$ cat src/rtl/dotn_ternary_accum.sv
// Ternary/binary dot product over VECTOR_LENGTH lanes with a registered adder tree
// and a saturating multi-chunk accumulator at the output.

module dotn_adder_tree #(
  parameter int N = 16,
  parameter int W = 17
) (
  input  logic                           clk,
  input  logic                           ena,
  input  logic [N*W-1:0]                 in_bus,
  output logic signed [W+$clog2(N)-1:0]  sum
);

  logic [(N/2)*(W+1)-1:0] lvl_d;
  logic [(N/2)*(W+1)-1:0] lvl_q;

  always_comb begin
    lvl_d = '0;
    for (int i = 0; i < N/2; i++) begin
      lvl_d[i*(W+1) +: W+1] = {in_bus[2*i*W + W-1], in_bus[2*i*W +: W]}
                            + {in_bus[(2*i+1)*W + W-1], in_bus[(2*i+1)*W +: W]};
    end
  end

  // one tree level per register
  always_ff @(posedge clk) begin
    if (ena) lvl_q <= lvl_d;
  end

  generate
    if (N == 2) begin : g_root
      assign sum = lvl_q;
    end else begin : g_next
      dotn_adder_tree #(.N(N/2), .W(W+1)) u_next (
        .clk    (clk),
        .ena    (ena),
        .in_bus (lvl_q),
        .sum    (sum)
      );
    end
  endgenerate

endmodule

module dotn_ternary_accum #(
  parameter int DATA_WIDTH    = 16,
  parameter int ACCU_WIDTH    = 32,
  parameter int VECTOR_LENGTH = 16,
  parameter int SAT_EN        = 1
) (
  input  logic                                  clk,
  input  logic                                  rst,
  input  logic                                  ena,
  input  logic                                  in_valid,
  input  logic                                  in_first,
  input  logic                                  in_last,
  input  logic                                  mode,
  input  logic signed [ACCU_WIDTH-1:0]          acc_init,
  input  logic [DATA_WIDTH*VECTOR_LENGTH-1:0]   a_in,
  input  logic [2*VECTOR_LENGTH-1:0]            b_code,
  output logic                                  out_valid,
  output logic signed [ACCU_WIDTH-1:0]          result,
  output logic                                  sat_flag
);

  localparam int DW = DATA_WIDTH;
  localparam int AW = ACCU_WIDTH;
  localparam int VL = VECTOR_LENGTH;
  localparam int LG = $clog2(VL);
  localparam int PW = DW + 1;
  localparam int SW = PW + LG;

  function automatic logic signed [PW-1:0] lane_prod(input logic signed [DW-1:0] a,
                                                     input logic [1:0] code,
                                                     input logic m);
    logic signed [PW-1:0] ax;
    ax = {a[DW-1], a};
    if (m) return code[0] ? ax : -ax;
    case (code)
      2'b01:   return ax;
      2'b10:   return -ax;
      default: return '0;
    endcase
  endfunction

  // Returns {step_sat, value}; value is clamped or wrapped depending on SAT_EN.
  function automatic logic [AW:0] acc_step(input logic signed [AW-1:0] base,
                                           input logic signed [SW-1:0] s);
    logic signed [AW:0] t;
    logic [AW:0]        r;
    t = {base[AW-1], base} + {{(AW+1-SW){s[SW-1]}}, s};
    if (t[AW] != t[AW-1]) begin
      if (SAT_EN != 0) r = {1'b1, (t[AW] ? {1'b1, {(AW-1){1'b0}}} : {1'b0, {(AW-1){1'b1}}})};
      else             r = {1'b1, t[AW-1:0]};
    end else begin
      r = {1'b0, t[AW-1:0]};
    end
    return r;
  endfunction

  logic                  vld_p0_q, first_p0_q, last_p0_q, mode_p0_q;
  logic signed [AW-1:0]  init_p0_q;
  logic [DW*VL-1:0]      a_p0_q;
  logic [2*VL-1:0]       b_p0_q;

  logic                  vld_p1_q, first_p1_q, last_p1_q;
  logic signed [AW-1:0]  init_p1_q;
  logic [PW*VL-1:0]      prod_p1_d, prod_p1_q;

  logic [LG-1:0]         vld_t_q, first_t_q, last_t_q;
  logic signed [AW-1:0]  init_t_q [LG];
  logic signed [SW-1:0]  tree_sum;

  logic signed [AW-1:0]  acc_d, acc_q, result_d, result_q, base;
  logic                  sat_d, sat_q, sat_flag_d, sat_flag_q, out_valid_d, out_valid_q;
  logic [AW:0]           step;

  always_comb begin
    prod_p1_d = '0;
    for (int i = 0; i < VL; i++) begin
      prod_p1_d[i*PW +: PW] = lane_prod(a_p0_q[i*DW +: DW], b_p0_q[2*i +: 2], mode_p0_q);
    end
  end

  always_ff @(posedge clk or posedge rst) begin
    if (rst) begin
      vld_p0_q <= 1'b0;
      vld_p1_q <= 1'b0;
      vld_t_q  <= '0;
    end else if (ena) begin
      vld_p0_q   <= in_valid;
      vld_p1_q   <= vld_p0_q;
      vld_t_q[0] <= vld_p1_q;
      for (int k = 1; k < LG; k++) vld_t_q[k] <= vld_t_q[k-1];
    end
  end

  always_ff @(posedge clk) begin
    if (ena) begin
      // stage 1: input registers
      first_p0_q <= in_first;
      last_p0_q  <= in_last;
      mode_p0_q  <= mode;
      init_p0_q  <= acc_init;
      a_p0_q     <= a_in;
      b_p0_q     <= b_code;
      // stage 2: lane select
      first_p1_q <= first_p0_q;
      last_p1_q  <= last_p0_q;
      init_p1_q  <= init_p0_q;
      prod_p1_q  <= prod_p1_d;
      // tree stages: framing tags ride alongside the adder levels
      first_t_q[0] <= first_p1_q;
      last_t_q[0]  <= last_p1_q;
      init_t_q[0]  <= init_p1_q;
      for (int k = 1; k < LG; k++) begin
        first_t_q[k] <= first_t_q[k-1];
        last_t_q[k]  <= last_t_q[k-1];
        init_t_q[k]  <= init_t_q[k-1];
      end
    end
  end

  dotn_adder_tree #(.N(VL), .W(PW)) u_tree (
    .clk    (clk),
    .ena    (ena),
    .in_bus (prod_p1_q),
    .sum    (tree_sum)
  );

  // final stage: accumulate and publish
  always_comb begin
    acc_d       = acc_q;
    sat_d       = sat_q;
    result_d    = result_q;
    sat_flag_d  = sat_flag_q;
    out_valid_d = out_valid_q;
    base        = acc_q;
    step        = '0;
    if (ena) begin
      out_valid_d = 1'b0;
      if (vld_t_q[LG-1]) begin
        base  = first_t_q[LG-1] ? init_t_q[LG-1] : acc_q;
        step  = acc_step(base, tree_sum);
        acc_d = step[AW-1:0];
        sat_d = (first_t_q[LG-1] ? 1'b0 : sat_q) | step[AW];
        if (last_t_q[LG-1]) begin
          result_d    = step[AW-1:0];
          sat_flag_d  = sat_d;
          out_valid_d = 1'b1;
        end
      end
    end
  end

  always_ff @(posedge clk or posedge rst) begin
    if (rst) begin
      acc_q       <= '0;
      sat_q       <= 1'b0;
      result_q    <= '0;
      sat_flag_q  <= 1'b0;
      out_valid_q <= 1'b0;
    end else begin
      acc_q       <= acc_d;
      sat_q       <= sat_d;
      result_q    <= result_d;
      sat_flag_q  <= sat_flag_d;
      out_valid_q <= out_valid_d;
    end
  end

  assign out_valid = out_valid_q;
  assign result    = result_q;
  assign sat_flag  = sat_flag_q;

endmodule

$ cat config.mk
export PLATFORM = sky130hd
export DESIGN_NAME = dotn_ternary_accum
export DESIGN_NICKNAME = d
export VERILOG_FILES = /design/src/rtl/dotn_ternary_accum.sv
export SDC_FILE = /design/constraint.sdc
export NUM_CORES = 2
export LEC_CHECK = 0
export ABC_AREA = 1
export BUFFER_PORTS_ARGS = -buffer_cell sky130_fd_sc_hd__buf_2
export CORE_MARGIN = 1.5
export CORE_UTILIZATION = 61
export CTS_CLUSTER_SIZE = 8
export DETAILED_ROUTE_END_ITERATION = 8
export PLACE_DENSITY = 0.84
export SYNTH_ARGS = -nofsm -noshare
export SYNTH_HDL_FRONTEND = slang
export SYNTH_HIERARCHICAL = 1
export SYNTH_SLANG_ARGS = --single-unit
$ cat constraint.sdc
create_clock -name clk -period 5.19 [get_ports clk]
set_input_delay 1.038 -clock clk [delete_from_list [all_inputs] [get_ports clk]]
set_output_delay 1.038 -clock clk [all_outputs]
set_load 0.01 [all_outputs]
==> flow_summary_export.csv <==
group,metric,value,unit
floorplan,die_y,333,um
clock_tree,root_buffer,"clkbuf_16",
setup_path,reg2reg_depth,19,
logic_synthesis,syn_area_per_cell,8.71,um2
job,cap_violations,0,
floorplan,core,108000,um2
power_and_ir_drop,ir_drop,0.000440,V
setup_path,critPathKind,"flop to flop",
setup_path,reg2reg_slack,1.02,ns
logic_synthesis,synth_edf_count,1046,
global_route,antenna_found_initial,4,
sta,setup-tns-final,0,ns
global_route,grt_pass1_vias,51400,
setup_path,cp-start-kind,"flop",
placement,port_buffers,360,
power_and_ir_drop,power_density,479,nW/um2
power_and_ir_drop,switchingPower,13.5,mW
setup_path,crit_path_end_kind,"flop",
layout,fin_nets,8706,
logic_synthesis,async_flop_share,6.52,%
clock_tree,post_cts_buffers,0,
floorplan,rows,120,
setup_path,cp_data_required_time,5.82,ns
sta,rsz0062_at_grt,"no",
clock_tree,cts_hold_buffers,0,
placement,hpwl,122000,um
clock_tree,cts_sinks,1119,
clock_tree,cts.reportedPaths.clkPinSlew,0.06,ns
logic_synthesis,syn_area,66400,um2
logic_synthesis,synth.distinct_cells,46,
routing,drt_iter0_drc,5562,
routing,ant_nets,0,
floorplan,die_area,111000,um2
sta,maxSlewHeadroom,17.2,%
sta,hold_viol,0,
power_and_ir_drop,pwr-share-seq,36.4,%
clock_tree,cts-buffers-inserted,158,
floorplan,start_util,61.8,%
layout,final_layout_size_suffix_gt1_share,9.65,%
min_path,hold_path_class,"primary input to asynchronous set/reset pin",
global_route,grt_max_degree,183,
logic_synthesis,yosysWarningCount,6,
clock_tree,cts_max_level,4,
logic_synthesis,ys.flop_type,"edfxtp_1",
setup_path,reg2reg_to,"acc_q[4]",
logic_synthesis,synth_fp_nets,8313,
power_and_ir_drop,pwr-share-clk,26.0,%
logic_synthesis,yosys_register_bits,1119,
clock_tree,cts.path.max_buffers,3,
run_status,status,"completed",
logic_synthesis,synthCells,7622,
layout,syn_to_final_growth,11.3,%
logic_synthesis,yosysTopAreaCell,"edfxtp_1",
routing,viasPerCell,5.73,
global_route,grt_pass1_wl,263000,um
routing,dr.pass1.iters,8,
sta,fmax,240,MHz
routing,vias,54300,
sta,slew_viol_final,0,
clock_tree,tritoncts,"yes",
floorplan,die_w,333,um
placement,dp_cells,9258,
floorplan,boundaryPins,361,
layout,instances_no_fill,9475,
logic_synthesis,synth.area.top_cells,"edfxtp_1 (47%), nand2_1 (13%), ha_1 (6.6%)",
routing,wl_per_cell,17.4,um
setup_path,cp-startpoint,"first_t_q[3]",
clock_tree,postCtsResizedCells,0,
clock_tree,clk_latency,0.77,ns
setup_path,worstPathMaxFanout,17,
power_and_ir_drop,p_int,22.0,mW
routing,wl,165000,um
sta,finalCritPeriodShare,80.3,%
sta,fin_crit,4.17,ns
power_and_ir_drop,pwr-share-comb,37.7,%
power_and_ir_drop,switching_share,38.0,%
sta,skew,0.0319,ns
sta,tightest_slew,1.24,ns
power_and_ir_drop,p_leak,33.8,nW
logic_synthesis,yosys.area.top_type_share,47.3,%
routing,drc,0,
logic_synthesis,seq_area_frac_synth,50.0,%
global_route,grt_overflow_total,0,
setup_path,arrival,4.80,ns
placement,place_congestion,0.951,
global_route,grtUsageTotal,29.5,%
sta,setup_viol,0,
setup_path,reg2reg_from,"first_t_q[3]",
-- metrics by stage --
step                      power [mW]  setup WS [ns]  util, %  cell area, um2  hold slack, ns
after floorplan                 22.5           1.41        -           66400           0.400
after global placement          25.8           1.13     64.8           69600           0.401
after detailed placement        26.2           1.05     64.8           69600           0.405
after CTS                       35.5           1.01     68.8           73900           0.378
after global routing            37.8          0.612     68.8           73900           0.406
final                           35.4           1.02     68.8           73900           0.397
-- logic make-up (layout without fill, tap and decap cells) --
kind of cell | Yosys count | in the layout | synth area share (%)
simple gates | 3635 | 3635 | 23.2
compound gates | 1122 | 1122 | 9.48
flops | 1119 | 1119 | 50.0
buf+inv | 1087 | 1534 | 6.21
fa+ha+maj | 364 | 364 | 7.04
xor+xnor | 263 | 263 | 3.47
mux | 32 | 32 | 0.543
other cells | 0 | 3 | 0
-- registers in the layout, summed over array words and instances (netlist names), 40 cells and up --
signal / count
u_tree/lvl_q: 144
init_t_q: 128
a_p0_q: 256
prod_p1_q: 272
u_tree/g_next.u_next/g_next.u_next/lvl_q: 40
u_tree/g_next.u_next/lvl_q: 76
-- power groups by stage --
stage                     sequential, mW  clock (mW)  combinational, mW
after floorplan                     12.6           0               9.83
after global placement              13.0           0               12.8
after detailed placement            13.0           0               13.1
after CTS                           12.9        9.36               13.2
after global routing                13.0        9.70               15.1
final                               12.9        9.20               13.4
-- layout by cell type (no fill, tap or decap), drive strengths merged, types with 26 or more instances in the layout --
cell type and count:
and2 32, o211ai 32, nand3 481, nor3 98, o22ai 159, edfxtp 1046, o21ai 430, ha 348
nand3b 26, nand2 2440, a32o 48, a21oi 408, clkbuf 200, buf 383, xnor2 41, xor2 222
o21bai 29, dfrtp 73, mux2 32, inv 934, nand4 77, nor2 459
-- worst max-delay path by stage --
stage          slack, ns  depth (start not counted)         to
6_report            1.02                         19   acc_q[4]
4_1_cts             1.01                         19   acc_q[4]
3_3_place_gp        1.13                         19  acc_q[24]
5_1_grt             0.61                         21   acc_q[4]
2_1_floorplan       1.41                         21      sat_q
3_5_place_dp        1.05                         19   acc_q[8]
-- cell usage after synthesis (all sizes together), types with 23 or more instances --
cell type and count:
inv 925, nand3b 26, a21oi 408, xnor2 41
o21bai 29, mux2 32, nand3 481, nor2 459
o21ai 430, edfxtp 1046, o22ai 159, a32o 48
dfrtp 73, o211ai 32, clkbuf 127, and2 32
nor3 98, nand4 77, nand2 2440, xor2 222
buf 23, ha 348
-- per-layer routing --
metal	global-route usage, %	routed length, um
met1	40.3	70800
met4	10.9	5540
met5	0	0
met3	4.40	12800
met2	47.8	76100
-- final cells by class --
type	count	area, um2
antenna	3	7.51
tap	1403	1760
multi-input combinational	5416	29100
inverter	937	3520
clock inverter	14	171
fill	8444	33600
timing repair buffer	383	2060
sequential	1119	33200
clock buffer	200	4130
-- worst max-delay path: stages (launching register included) --
cell and delay [ns]:
edfxtp_1 0.35, buf_4 0.26, mux2_2 0.38, ha_1 0.34, nand2_1 0.16, inv_1 0.05, a21oi_1 0.19, inv_1 0.06
a21oi_1 0.24, inv_1 0.07, a21oi_1 0.19, nand3_1 0.10, nand2_1 0.10, inv_1 0.05, ha_1 0.29, clkinv_1 0.61
nand3_1 0.35, nand2_2 0.08, nand2_1 0.09, nand2_1 0.06
Note: power is estimated with default switching activity, not from simulation.
